## config.mk

```make
export PLATFORM = sky130hd
export DESIGN_NAME = alu_result_stage
export DESIGN_NICKNAME = d
export VERILOG_FILES = /design/src/rtl/alu_result_stage_pkg.sv /design/src/rtl/alu_result_stage_fifo.sv /design/src/rtl/alu_result_stage.sv
export SDC_FILE = /design/constraint.sdc
export NUM_CORES = 1
export LEC_CHECK = 0
export CELL_PAD_IN_SITES_DETAIL_PLACEMENT = 1
export CELL_PAD_IN_SITES_GLOBAL_PLACEMENT = 2
export CORE_ASPECT_RATIO = 0.5
export CORE_MARGIN = 10
export CORE_UTILIZATION = 34
export CTS_CLUSTER_SIZE = 8
export DETAILED_ROUTE_END_ITERATION = 8
export GPL_TIMING_DRIVEN = 0
export PLACE_DENSITY = 0.89
export SYNTH_ARGS = -nofsm -noshare
export SYNTH_HDL_FRONTEND = slang
export SYNTH_SLANG_ARGS = --single-unit
```

## constraint.sdc

```tcl
create_clock -name clk -period 3.81 [get_ports clk]
set_input_delay 0.762 -clock clk [delete_from_list [all_inputs] [get_ports clk]]
set_output_delay 0.762 -clock clk [all_outputs]
set_load 0.01 [all_outputs]
```

## src/rtl/alu_result_stage_pkg.sv

```systemverilog
// Shared definitions for the WISC execute-stage result path: branch codes,
// flag bit positions, result FIFO entry width and branch-condition helpers.
package wisc_ex_defs;

   localparam logic [2:0] BR_NONE = 3'd0;
   localparam logic [2:0] BR_EQ   = 3'd1;
   localparam logic [2:0] BR_NE   = 3'd2;
   localparam logic [2:0] BR_LT   = 3'd3;
   localparam logic [2:0] BR_GE   = 3'd4;

   localparam int FLG_Z = 3;
   localparam int FLG_C = 2;
   localparam int FLG_S = 1;
   localparam int FLG_O = 0;

   localparam int RES_ENTRY_W = 21;

   function automatic logic is_branch(input logic [2:0] cond);
      return (cond != BR_NONE) && (cond <= BR_GE);
   endfunction

   // Codes above BR_GE are reserved; such ops still flow through as results.
   function automatic logic is_reserved(input logic [2:0] cond);
      return cond > BR_GE;
   endfunction

   // Flags come from A-0, so they describe the tested register itself.
   function automatic logic br_eval(input logic [2:0] cond, input logic [3:0] flags);
      logic taken;
      taken = 1'b0;
      case (cond)
         BR_EQ:   taken = flags[FLG_Z];
         BR_NE:   taken = ~flags[FLG_Z];
         BR_LT:   taken = flags[FLG_S];
         BR_GE:   taken = ~flags[FLG_S];
         default: taken = 1'b0;
      endcase
      return taken;
   endfunction

endpackage

```

## src/rtl/alu_result_stage_fifo.sv

```systemverilog
// Two-entry result FIFO with 1-bit wrapping pointers, registered head, no bypass.
// Push-to-visible latency 1 cycle; flush clears occupancy and pointers, outranking push/pop.
module result_fifo2
   import wisc_ex_defs::*;
#(
   parameter int DEPTH = 2,
   parameter int WIDTH = RES_ENTRY_W,
   localparam int CW   = $clog2(DEPTH + 1)
) (
   input  logic             clk,
   input  logic             rst_n,
   input  logic             push,
   input  logic             pop,
   input  logic             flush,
   input  logic [WIDTH-1:0] din,
   output logic [WIDTH-1:0] dout,
   output logic [CW-1:0]    count
);

   logic [WIDTH-1:0] mem [DEPTH];
   logic             wr_ptr;
   logic             rd_ptr;

   always_ff @(posedge clk or negedge rst_n) begin
      if (!rst_n) begin
         for (int i = 0; i < DEPTH; i++) mem[i] <= '0;
         wr_ptr <= 1'b0;
         rd_ptr <= 1'b0;
         count  <= '0;
      end else if (flush) begin
         wr_ptr <= 1'b0;
         rd_ptr <= 1'b0;
         count  <= '0;
      end else begin
         if (push) begin
            mem[wr_ptr] <= din;
            wr_ptr      <= ~wr_ptr;
         end
         if (pop) rd_ptr <= ~rd_ptr;
         count <= count + CW'(push) - CW'(pop);
      end
   end

   assign dout = mem[rd_ptr];

endmodule

```

## src/rtl/alu_result_stage.sv

```systemverilog
// ALU result consumer: branch resolve (1-cycle br_taken pulse), 2-deep result FIFO,
// last-flags and sticky error. in_ready drops when the FIFO is full, no pass-through.
module alu_result_stage
   import wisc_ex_defs::*;
#(
   parameter int DEPTH = 2,
   parameter int W     = 16
) (
   input  logic         clk,
   input  logic         rst_n,
   input  logic         in_valid,
   output logic         in_ready,
   input  logic [W-1:0] alu_out,
   input  logic         zf,
   input  logic         cf,
   input  logic         sf,
   input  logic         of,
   input  logic         alu_err,
   input  logic [2:0]   br_cond,
   input  logic [W-1:0] br_target,
   input  logic         wr_en,
   input  logic [2:0]   wr_reg,
   input  logic         flush,
   output logic         out_valid,
   input  logic         out_ready,
   output logic [W-1:0] res,
   output logic         res_wr_en,
   output logic [2:0]   res_wr_reg,
   output logic         res_err,
   output logic         br_taken,
   output logic [W-1:0] br_pc,
   output logic [3:0]   flags_q,
   output logic         err_q
);

   localparam int EW = W + 5;
   localparam int CW = $clog2(DEPTH + 1);

   logic [CW-1:0] count;
   logic [EW-1:0] entry_in;
   logic [EW-1:0] entry_head;
   logic [3:0]    flags_in;
   logic          accept;
   logic          branch_op;
   logic          push;
   logic          pop;
   logic          take;

   always_comb begin
      flags_in        = '0;
      flags_in[FLG_Z] = zf;
      flags_in[FLG_C] = cf;
      flags_in[FLG_S] = sf;
      flags_in[FLG_O] = of;
   end

   assign in_ready  = (count != CW'(DEPTH)) & rst_n;
   assign out_valid = (count != '0);
   assign accept    = in_valid & in_ready & ~flush;
   assign branch_op = is_branch(br_cond);
   assign push      = accept & ~branch_op;
   assign pop       = out_valid & out_ready;
   assign take      = accept & branch_op & br_eval(br_cond, flags_in);
   assign entry_in  = {alu_out, wr_en, wr_reg, alu_err};

   result_fifo2 #(.DEPTH(DEPTH), .WIDTH(EW)) u_fifo (
      .clk   (clk),
      .rst_n (rst_n),
      .push  (push),
      .pop   (pop),
      .flush (flush),
      .din   (entry_in),
      .dout  (entry_head),
      .count (count)
   );

   assign {res, res_wr_en, res_wr_reg, res_err} = entry_head;

   // br_pc holds the last taken target; it is only meaningful alongside br_taken.
   always_ff @(posedge clk or negedge rst_n) begin
      if (!rst_n) begin
         br_taken <= 1'b0;
         br_pc    <= '0;
         flags_q  <= '0;
         err_q    <= 1'b0;
      end else begin
         br_taken <= take;
         if (take) br_pc <= br_target;
         if (push) flags_q <= flags_in;
         if (accept & (alu_err | is_reserved(br_cond))) err_q <= 1'b1;
      end
   end

endmodule

```

# After elaboration in Yosys (flattened, before gate mapping)
# Index checks and enable logic that the tools add are counted.
[totals]
register_bits = 68
out_inout_bits = 45
[classes]
addsub = 2
n_lt_le_gt_ge = 5
eq_ne = 5
muxes = 12
n_bitwise = 17
reduce_logical = 7
[ops]
columns = ["operator", "count"]
rows = [
  ["$mux W21", 4],
  ["$bwmux W42", 1],
  ["$demux W21 S1", 1],
  ["$and A1 B1 Y1", 8],
  ["$eq A3 B2 Y1 const B", 2],
  ["$not A1 Y1", 6],
  ["$reduce_bool A2 Y1", 3],
  ["$ge A2 B2 Y1 const B", 2],
  ["$mux W1", 4],
  ["$not A1 Y2", 2],
  ["$pmux W1 S4", 1],
  ["$eq A3 B1 Y1 const B", 1],
  ["$eq A3 B3 Y1 const B", 1],
  ["$gt A3 B3 Y1 const B", 1],
  ["$le A3 B3 Y1 const B", 1],
  ["$reduce_bool A3 Y1", 1],
  ["$add A2 B1 Y2", 1],
  ["$logic_and A1 B1 Y1", 2],
  ["$lt A2 B1 Y1 const B", 1],
  ["$mux W2", 1],
  ["$ne A2 B2 Y1 const B", 1],
  ["$reduce_and A2 Y1", 1],
  ["$sub A2 B1 Y2", 1],
  ["$or A1 B1 Y1", 1],
]

# Logic depth before layout (Yosys ltp)
[depth]
word_depth = 8
ltp_mapped = 8
depth_no_buf = 7

# Cells and area by module
# A second synthesis with hierarchy kept.
[hier_totals]
hier_cells = 191
hier_area_um2 = 3022.9
[modules_own_cells]
columns = ["module", "n_inst", "cells_per_inst", "area_each_um2"]
rows = [
  ["result_fifo2", 1, 128, 2048.2],
  ["alu_result_stage", 1, 63, 974.7],
]

# Worst setup path after synthesis
# OpenSTA, ideal clock, no wires.
[synth_timing]
path_type = "input to register"
start = "input port br_cond[0]"
end = "register br_pc[10]"
setup_ns = 0.125
t_arrival_ns = 2.219
required_time_ns = 3.685
path_slack_ns = 1.466
path_stages = 7
path_buffers = 1
path_cell_list = "nor2_1 inv_1 ha_1 o21ai_0 a211oi_4 buf_12 mux2_4"
[synth_via]
elab_chain_cells = 4
elab_cells_between_ends = 10
cone_classes = "order compare: 1; eq/ne: 4; mux: 1; bitwise: 2; reduce/logical: 2"
[synth_lines]
columns = ["element", "line_no", "rtl"]
rows = [
  ["from (decl)", "alu_result_stage.sv:19", "input logic [2:0] br_cond,"],
  ["$le A3 B3 Y1 or $reduce_bool A3 Y1 (tied branches)", "alu_result_stage_pkg.sv:19", "return (cond != BR_NONE) && (cond <= BR_GE);"],
  ["$logic_and A1 B1 Y1", "alu_result_stage_pkg.sv:19", ""],
  ["$and A1 B1 Y1", "alu_result_stage.sv:63", "assign take = accept & branch_op & br_eval(br_cond, flags_in);"],
  ["$and A1 B1 Y1 (*)", "alu_result_stage.sv:63", ""],
  ["via take", "alu_result_stage.sv:47", "logic take;"],
  ["to (signal assigned)", "alu_result_stage.sv:88", "if (take) br_pc <= br_target;"],
  ["to (decl)", "alu_result_stage.sv:31", "output logic [W-1:0] br_pc,"],
]
# The timed path passes the listed nets; every way through them passes the cells marked *.
# A chain may end at the register's enable or synchronous reset.

# Worst setup path in the final report
[layout_timing]
start = "input port rst_n"
end = "output port in_ready"
[layout_via]
elab_chain_cells = 1
[layout_lines]
columns = ["element", "line_no", "rtl"]
rows = [
  ["from (decl)", "alu_result_stage.sv:10", "input logic rst_n,"],
  ["$and A1 B1 Y1", "alu_result_stage.sv:57", "assign in_ready = (count != CW'(DEPTH)) & rst_n;"],
  ["to (decl)", "alu_result_stage.sv:12", "output logic in_ready,"],
]
# No other way between the ends.

==> results.py <==
metrics = {
    "run_status": {
        "status": "complete, no violations",
    },
    "route": {
        "avgRoutedWirePerCell_um": 19.2,
        "vias_per_cell": 4.61,
        "drtIter0Drc": 60,
        "first_pass_iters": 3,
        "highest_layer": "met4",
        "wl_um": 8020,
        "drc": 0,
        "dr_wl_met2_um": 4640,
        "via_count": 1926,
        "met3_length_um": 240,
        "met1_length_um": 3040,
        "antenna_left": 0,
    },
    "timing": {
        "drv_slew": 0,
        "relSlewSlack_pct": 40.2,
        "worst_slack_ns": 0.787,
        "setup_viol": 0,
        "setup_tns_ns": 0,
        "rsz0062_at_grt": "no",
        "whs_ns": 0.484,
        "hold_viol": 0,
        "worst_slew_pin_slew_ns": 0.897,
        "fmax_mhz": 331,
        "fin_crit_sh_pct": 79.3,
        "fin_crit_ns": 3.02,
        "clock_skew_ns": 0.00351,
    },
    "synth": {
        "ys.flop_type": "dfrtp_1",
        "yosysUniqueCellTypes": 29,
        "ys_async_sr_fraction_pct": 100,
        "synth_area_leaders": "dfrtp_1 (57%), mux2_2 (27%), mux2_4 (4.5%), ha_1 (1.7%), mux2_1 (1.1%)",
        "synth_top_area_share_pct": 56.8,
        "syn_inst": 194,
        "syn_area_um2": 3000,
        "synth_edf_count": 0,
        "synth.yosys.seq_area_share_pct": 56.8,
        "yosysTopAreaCell": "dfrtp_1",
        "synth_nets": 247,
        "ys_ff_latch": 68,
        "yosys_warnings": 0,
        "avgSynthCellArea_um2": 15.4,
    },
    "final_layout": {
        "design_area_um2": 4360,
        "syn_to_final_growth_pct": 45.6,
        "final_cell_count_no_fill": 418,
        "nets": 351,
        "fill_cells": 862,
        "drive_gt1_share_pct": 36.2,
        "postLayoutCoreUtil_pct": 50.4,
        "n_antenna_cell": 0,
    },
    "critical_path": {
        "r2r_cells": 5,
        "start_kind": "input port",
        "r2r_slack_ns": 1.83,
        "worstSetupEndpointType": "output port",
        "r2r_start": "u_fifo.count[1]",
        "timing.rr.end": "br_pc[13]",
        "crit_type": "in2out",
        "cp_data_required_time_ns": 3.05,
        "cp.arrival_ns": 2.26,
        "crit_fanout": 71,
    },
    "place": {
        "hpwl_um": 5930,
        "dp_slack_ns": 0.626,
        "dp.cells": 404,
        "placed_area_um2": 4070,
        "gp_congestion": 0.685,
        "port_buffers": 93,
    },
    "global_route": {
        "grt_pass1_wl_um": 12800,
        "grt_pass1_vias": 2282,
        "overflow": 0,
        "antenna_found_initial": 0,
        "grtUsageTotal_pct": 12.3,
        "grt_max_degree": 72,
    },
    "clock_network": {
        "tritoncts": "done",
        "postCtsSetupRepairBufs": 0,
        "cts.htree.levels": 3,
        "clock_latency_ns": 0.33,
        "cts_hold_buf": 0,
        "cts-root-buf": "clkbuf_16",
        "clk_pin_slew_worst_paths_ns": 0.05,
        "clock_path_buffers": 2,
        "cts_resized": 0,
        "cts-buffers-inserted": 9,
        "cts_num_sinks": 68,
    },
    "floorplanning": {
        "rows": 24,
        "coreArea_um2": 8650,
        "dieArea_um2": 13200,
        "die_x_um": 153,
        "die_y_um": 86.4,
        "io_pins": 94,
        "start_util_pct": 34.6,
    },
    "worst_hold_path": {
        "hp-start": "err_q",
        "hold_class": "reg2reg",
        "hold_depth": 1,
        "whs_endpoint": "err_q",
    },
    "job": {
        "maxCapViolCount": 0,
    },
    "power_and_ir_drop": {
        "power_density_nw_per_um2": 685,
        "irDropWorstVdd_v": 0.000299,
        "leakage_nw": 1.92,
        "power_mw": 2.99,
    },
}
placed cells by master, fill, tap and decap left out, types with 2 or more instances in the layout:
| cell type | Yosys | final |
|---|---|---|
| and2_1 | 2 | 2 |
| buf_1 | 2 | 2 |
| buf_2 | 5 | 5 |
| clkbuf_16 | 0 | 9 |
| clkbuf_8 | 0 | 2 |
| clkdlybuf4s50_1 | 0 | 92 |
| dfrtp_1 | 68 | 68 |
| ha_1 | 4 | 4 |
| inv_1 | 4 | 4 |
| mux2_1 | 3 | 3 |
| mux2_2 | 72 | 72 |
| mux2_4 | 9 | 9 |
| nor2_1 | 4 | 4 |
| or2_2 | 2 | 2 |
| xnor2_1 | 2 | 2 |
how the worst max path moves through the flow:
stage               cells after the start  startpoint        endpoint  slack (ns)
floorplan                               7  br_cond[0]       br_pc[10]        1.47
global placement                        5       rst_n        br_pc[6]       -1.68
detailed placement                      9  br_cond[0]  u_fifo.mem[12]        0.63
CTS                                     3       rst_n        in_ready        0.73
global route                            3       rst_n        in_ready        0.61
finish                                  3       rst_n        in_ready        0.79
state kept, by name, summed over array words and instances, names as in the netlist:
signal and cells:
u_fifo.wr_ptr 1, br_pc 16, u_fifo.mem 42, u_fifo.rd_ptr 1
err_q 1, u_fifo.count 2, br_taken 1, flags_q 4
synth_stat cells (2+ instances only):
cell type,count
mux2_2,72
dfrtp_1,68
mux2_4,9
buf_2,5
ha_1,4
inv_1,4
nor2_1,4
mux2_1,3
and2_1,2
buf_1,2
or2_2,2
xnor2_1,2
cell families (layout without fill, tap and decap cells):
group / after synthesis / count (layout) / share of synthesized area (%)
simple gates: 18 / 18 / 4.13
buf+inv: 12 / 119 / 2.25
flops: 68 / 68 / 56.8
xor+xnor: 3 / 3 / 0.877
fa+ha+maj: 4 / 4 / 1.67
compound gates: 5 / 5 / 1.59
mux: 84 / 84 / 32.7
routing by layer:
layer	up-vias	global-route usage, %
li1	893	-
met5	-	0
met1	999	12.2
met2	24	24.3
met3	10	3.61
met4	0	4.13
report_power, final:
part	switching (mW)	leakage [nW]	total [mW]	internal (mW)
Combinational	0.412	0.902	1.11	0.701
Sequential	0.115	0.875	1.06	0.941
Clock	0.285	0.145	0.819	0.533
Total	0.813	1.92	2.99	2.17
area by class of cell:
class,instances,area [µm²],share of cell area [%]
multi-input combinational,114,1230,28.1
buffer,8,52.6,1.20
sequential,68,1700,39.0
clock buffer,12,256,5.88
clock inverter,2,35.0,0.803
tap,117,146,3.36
inverter,4,15.0,0.344
timing repair buffer,93,928,21.3
worst max-delay path: stages:
cell             delay (ns)
buf_4                  0.67
and2_1                 0.23
clkdlybuf4s50_1        0.56
Note: power is estimated with default switching activity, not from simulation.
